## src/rtl/if_id_skid_reg.sv

```systemverilog
// IF/ID pipeline register with a two-entry skid buffer so in_ready comes straight from a flop.
// Also handles synchronous flush on redirects and counts decode-stall cycles.
module if_id_skid_reg #(
    parameter int              XLEN  = 32,
    parameter logic [XLEN-1:0] NOP   = 32'h00000013,
    parameter int              CNT_W = 16
) (
    input  logic             clk,
    input  logic             rst,
    input  logic             in_valid,
    output logic             in_ready,
    input  logic [XLEN-1:0]  in_pc,
    input  logic [XLEN-1:0]  in_inst,
    input  logic             in_pred_taken,
    output logic             out_valid,
    input  logic             out_ready,
    output logic [XLEN-1:0]  out_pc,
    output logic [XLEN-1:0]  out_inst,
    output logic             out_pred_taken,
    input  logic             flush,
    output logic [CNT_W-1:0] stall_cnt
);

    // state    | meaning
    // ST_EMPTY | no beat held
    // ST_HALF  | main entry holds the beat on the outputs
    // ST_FULL  | main plus one skidded beat behind it
    localparam logic [1:0] ST_EMPTY = 2'd0;
    localparam logic [1:0] ST_HALF  = 2'd1;
    localparam logic [1:0] ST_FULL  = 2'd2;

    localparam logic [CNT_W-1:0] CNT_ONE = {{(CNT_W-1){1'b0}}, 1'b1};

    logic [1:0]      state;
    logic [XLEN-1:0] main_pc;
    logic [XLEN-1:0] main_inst;
    logic            main_pred;
    logic [XLEN-1:0] skid_pc;
    logic [XLEN-1:0] skid_inst;
    logic            skid_pred;
    logic            accept;
    logic            consume;

    assign in_ready       = (state != ST_FULL);
    assign out_valid      = (state != ST_EMPTY);
    assign accept         = in_valid & in_ready;
    assign consume        = out_valid & out_ready;
    assign out_pc         = out_valid ? main_pc   : '0;
    assign out_inst       = out_valid ? main_inst : NOP;
    assign out_pred_taken = out_valid & main_pred;

    always_ff @(posedge clk or negedge rst) begin
        if (!rst) begin
            state     <= ST_EMPTY;
            main_pc   <= '0;
            main_inst <= '0;
            main_pred <= 1'b0;
            skid_pc   <= '0;
            skid_inst <= '0;
            skid_pred <= 1'b0;
            stall_cnt <= '0;
        end else begin
            // Stall accounting ignores flush: a redirect does not erase stalls already suffered.
            if (out_valid && !out_ready && (stall_cnt != {CNT_W{1'b1}}))
                stall_cnt <= stall_cnt + CNT_ONE;

            if (flush) begin
                state <= ST_EMPTY;
            end else begin
                case (state)
                    ST_EMPTY: begin
                        if (accept) begin
                            main_pc   <= in_pc;
                            main_inst <= in_inst;
                            main_pred <= in_pred_taken;
                            state     <= ST_HALF;
                        end
                    end
                    ST_HALF: begin
                        if (accept && consume) begin
                            main_pc   <= in_pc;
                            main_inst <= in_inst;
                            main_pred <= in_pred_taken;
                        end else if (accept) begin
                            skid_pc   <= in_pc;
                            skid_inst <= in_inst;
                            skid_pred <= in_pred_taken;
                            state     <= ST_FULL;
                        end else if (consume) begin
                            state <= ST_EMPTY;
                        end
                    end
                    ST_FULL: begin
                        if (consume) begin
                            main_pc   <= skid_pc;
                            main_inst <= skid_inst;
                            main_pred <= skid_pred;
                            state     <= ST_HALF;
                        end
                    end
                    default: state <= ST_EMPTY;
                endcase
            end
        end
    end

endmodule

```

## config.mk

```make
export PLATFORM = sky130hd
export DESIGN_NAME = if_id_skid_reg
export DESIGN_NICKNAME = d
export VERILOG_FILES = /design/src/rtl/if_id_skid_reg.sv
export SDC_FILE = /design/constraint.sdc
export NUM_CORES = 1
export LEC_CHECK = 0
export CORE_ASPECT_RATIO = 1.4
export CORE_MARGIN = 3
export CORE_UTILIZATION = 54
export DETAILED_ROUTE_END_ITERATION = 10
export PLACE_DENSITY = 0.89
export REMOVE_ABC_BUFFERS = 1
export SLEW_MARGIN = 20
export SYNTH_ARGS = -nofsm -noshare
export SYNTH_HDL_FRONTEND = slang
export SYNTH_SLANG_ARGS = --single-unit
```

## constraint.sdc

```tcl
create_clock -name clk -period 2.6 [get_ports clk]
set_input_delay 0.39 -clock clk [delete_from_list [all_inputs] [get_ports clk]]
set_output_delay 0.39 -clock clk [all_outputs]
set_load 0.1 [all_outputs]
```

[Yosys cells after proc, flatten, opt, wreduce, memory -nomap -nowiden]
Index checks and enable logic that the tools add are counted.
Storage, ports and cells
  register bits: 148
  word-level logic and storage cells: 56
Cells by class
  multiplexer cells: 21
  bitwise logic cells: 5
  reduce and logical (&&, ||, !) cells: 10
  $add $sub $neg: 1
  eq/ne operators: 11
Operators with widths (count)
  two-way mux 32 bit: 8
  case mux 32 bit (3 select lines): 2
  adder 16 x 1 -> 16 bit (second input constant): 1
  inequality test 16 bit (second input constant): 1
  two-way mux 2 bit: 6
  inequality test 3 bit (second input constant): 3
  inequality test 2 bit (second input constant): 4
  AND reduction 4 bit: 2
  case mux 2 bit (3 select lines): 1
  AND reduction 5 bit: 1
  inequality test 4 bit (second input constant): 1
  bitwise AND 1 bit: 3
  logical AND 1 bit: 3
  two-way mux 1 bit: 3
  case mux 1 bit (3 select lines): 1
  nonzero test 3 bit: 1
  equality test 2 x 1 -> 1 bit (second input constant): 1
  equality test 2 bit (second input constant): 1
  logical NOT 2 bit: 1
  NOT 1 bit: 2
  nonzero test 2 bit: 1
  logical NOT 1 bit: 1

[Longest topological paths before layout]
  word-level depth: 7
  depth in mapped cells: 7
  mapped depth without buffers: 6

[Least setup slack after synthesis]
OpenSTA, ideal clock, no wires.
  path type: register to output
  from: register state[0]
  to: output port out_inst[22]
  setup slack: -194 ps
  stages on the path, launching flop included: 4
  arrival time: 2404 ps
  data required time: 2210 ps
  cells stage by stage: dfrtp_1 or2_2 clkbuf_1 and2_1
Between the ends
  cells in the longest elaborated chain, start to end: 2
Ends and longest elaborated chain
  from (decl): RTL line 34  | logic [1:0] state;
  from (signal assigned): RTL line 54  | state <= ST_EMPTY;
  from (signal assigned): RTL line 68  | state <= ST_EMPTY;
  from (signal assigned): RTL line 76  | state <= ST_HALF;
  nonzero test 2 bit: RTL line 45  | assign out_valid = (state != ST_EMPTY);
  net out_valid: RTL line 15  | output logic out_valid,
  two-way mux 32 bit: RTL line 49  | assign out_inst = out_valid ? main_inst : NOP;
  to (decl): RTL line 18  | output logic [XLEN-1:0] out_inst,
The timed path passes the listed nets, and every way through them passes these cells.

[Final worst setup path]
  from: register state[0]
  to: output port out_inst[28]
Between the ends
  cells in the longest elaborated chain, start to end: 2
Ends and longest elaborated chain (RTL line)
  nonzero test 2 bit: 45
  two-way mux 32 bit: 49
No other way between the ends.

==> flow_summary.yaml <==
logic_synthesis:
  synth-edff-count: 0
  synth_seq_area_share_pct: 55.46
  synthArstFlopShare_pct: 100.0
  yosys_warnings: 0
  syn_area_um2: 6678
  ys.flop_type: "dfrtp_1"
  ys_ff_latch: 148
  synth.avg_cell_area_um2: 11.72
  yosysUniqueCellTypes: 33
  syn_inst: 570
global_routing:
  grt_pass1_wl_um: 26140
  grt_max_degree: 131
  grt.total_usage_pct: 24.43
  gr-total-overflow: 0
  grt_pass1_vias: 5198
  antenna_found_initial: 0
timing:
  worst_pin_slew_ns: 0.5819
  period_minus_slack_ns: 2.464
  finalHoldViolations: 0
  setup_viol: 0
  slew_headroom_pct: 61.13
  fmax_mhz: 405.8
  rsz0062_at_grt: "no"
  slew_viol_final: 0
  fin_skew_ns: 0.01020
  period_share_pct: 94.78
setup_path:
  cp.arrival_ns: 2.07
  slowest_stage: "or2_2"
  startpoint_type: "flop"
  path_buf_inv: 2
  critPathCaptureType: "primary output"
  cp_common_cell: "buf_12"
  path_delay_family: "simple AND/OR/NAND/NOR gates"
  critPathMaxFanout: 52
  path_cells: "or2_2 > buf_12 > and2_1 > buf_12"
  max_stage_delay_ns: 0.49
  crit_type: "reg -> out"
  cp.required_ns: 2.21
routing:
  first_iter_violations: 197
  totalWireLength_um: 16180
  routed-via-count: 4875
  drc_errors: 0
  wl_per_cell_um: 18.56
  first_pass_iters: 4
  via_per_inst: 5.591
  ant_nets: 0
cells_and_area:
  drive_above_1_share_pct: 26.90
  multi_input_area_um2: 2833
  regArea_um2: 3704
  nets: 784
  area_growth_pct: 43.38
  finalCoreUtilization_pct: 80.20
  antennaDiodeCount: 0
  n_fill_cell: 659
power_and_ir_drop:
  cellLeakagePower_nw: 4.119
  power_mw: 7.917
  vdd.ir_drop.worst_uv: 544.0
  power_density_nw_per_um2: 826.9
clocking:
  cts_inserted_buffers: 17
  cts_resized: 0
  cts-root-buf: "clkbuf_16"
  clkLatencyLatePin_ns: 0.41
  clock_path_buffers: 2
  path_clk_slew_ns: 0.06
  cts_tree: "built"
  htreeDepth: 4
  clock-sinks: 148
min_path:
  hold_path_class: "in -> async"
placed_design:
  place_congestion: 0.7684
  hpwl_um: 10830
  portBuffers: 152
die:
  fp.dieH_um: 137.6
  core_um2: 11940
  initial_core_util_pct: 55.94
  fp.dieArea_um2: 13760
  fp.dieW_um: 99.99
  io_pins: 153
  rows: 47
job:
  max-cap-violations: 0
run_status:
  status: "finished clean"
## routing by layer
| metal | routed length (um) | GRT usage (%) |
|---|---|---|
| met5 | 0 | 0 |
| met4 | 512 | 10.26 |
| met3 | 740 | 4.762 |
| met1 | 6051 | 28.84 |
| met2 | 8876 | 43.39 |
## kinds of logic after synthesis
kind of cell               count (synthesis)  share of synthesized area (%)
muxes                                    132                          21.02
adders and majority gates                  1                         0.1873
xor gates and xnor gates                  15                          1.967
DFF                                      148                          55.46
AOI/OAI and AO/OA                         71                          6.015
buffers and inverters                     38                          2.530
and+or+nand+nor                          165                          12.82
## state kept, by name, indices dropped and copies added, names as in the netlist
register	cells
main_inst	32
skid_inst	32
state	2
main_pred	1
skid_pred	1
skid_pc	32
main_pc	32
stall_cnt	16
## cell type report
cell class / count / share of cell area [%]
well taps: 147 / 1.921
clock buffers: 18 / 4.482
clock inverters: 13 / 1.411
inverters: 1 / 0.03921
flip-flops and latches: 148 / 38.68
multi-input cells: 384 / 29.59
repair buffers: 161 / 23.88
## final timing paths
| path | cells after the start | to | start | slack (ns) |
|---|---|---|---|---|
| max | 4 | out_inst[28] | state[0] | 0.14 |
| min | 2 | main_inst[21] | rst | 0.46 |
| max reg2reg | 6 | stall_cnt[10] | stall_cnt[0] | 0.67 |
| min reg2reg | 2 | main_pc[11] | main_pc[11] | 0.47 |
| max in group asynchronous | 3 | main_pc[1] | rst | 1.29 |
| min in group clk | 2 | main_pc[11] | main_pc[11] | 0.47 |
## synthesized netlist by cell type, drive strengths merged (2+ instances only)
cell	number	area share, %
xnor2	9	1.2
nand4	3	0.28
nand2b	5	0.47
nor3	2	0.15
dfrtp	148	55
clkbuf	21	1.2
buf	16	1.3
nand3	5	0.37
mux2	66	11
a21oi	2	0.15
nand2	71	4.0
and2	62	5.8
and3	4	0.45
nor2	3	0.17
xor2	6	0.79
nor2b	2	0.19
mux2i	66	9.9
o21ai	65	4.9
and4	4	0.52
## stage by stage
stage / hold WS [ns] / std cells / setup slack [ns] / setup TNS (ns) / area, um^2
after detailed placement: 0.3493 / 840 / 0.3996 / 0 / 9000
after CTS: 0.4760 / 872 / 0.1343 / 0 / 9574
after global placement: 0.3450 / 840 / 0.5258 / 0 / 9000
after global routing: 0.4887 / 872 / 0.05252 / 0 / 9574
final: 0.4610 / 872 / 0.1358 / 0 / 9574
after floorplan: 0.09441 / 533 / -4.462 / -208.44 / 6513
## cell usage in the layout, fill, tap and decap left out, drive strengths merged
cell	count
nand4	3
nand3	5
o22a	1
nor2	3
a21oi	2
clkinv	5
nand2	71
nand3b	1
a31oi	1
and4	4
dfrtp	148
xnor2	9
clkdlybuf4s50	68
mux2i	66
nand2b	5
and3	4
bufinv	2
nor3	2
a2111oi	1
and2	62
mux2	66
inv	2
buf	92
xor2	6
nor3b	1
dlygate4sd3	1
ha	1
nor2b	2
o2bb2ai	1
nor4	1
clkbuf	18
clkinvlp	5
o21ai	65
or2	1
## worst reg2reg max path, delay by kind of cell (launching register included)
kind	cells	cell delay (ns)
flip-flops	1	0.43
AND/OR/NAND/NOR	4	0.94
adder cells (fa/ha/maj)	1	0.27
XOR/XNOR	1	0.21
## timing repair
action / in CTS / in global routing
endpoints found under the setup margin: 0 / 0
hold buffers: 1 / 0
setup buffers: 0 / 0
hold endpoints to repair: 44 / 0
## power breakdown
group          switching (mW)  total [mW]  leakage, nW  internal (mW)
sequential              0.305        3.12         1.84           2.81
combinational            1.52        2.44         2.01          0.920
clock                   0.955        2.36        0.264           1.40
No activity file was read; power rests on OpenSTA's default activity.
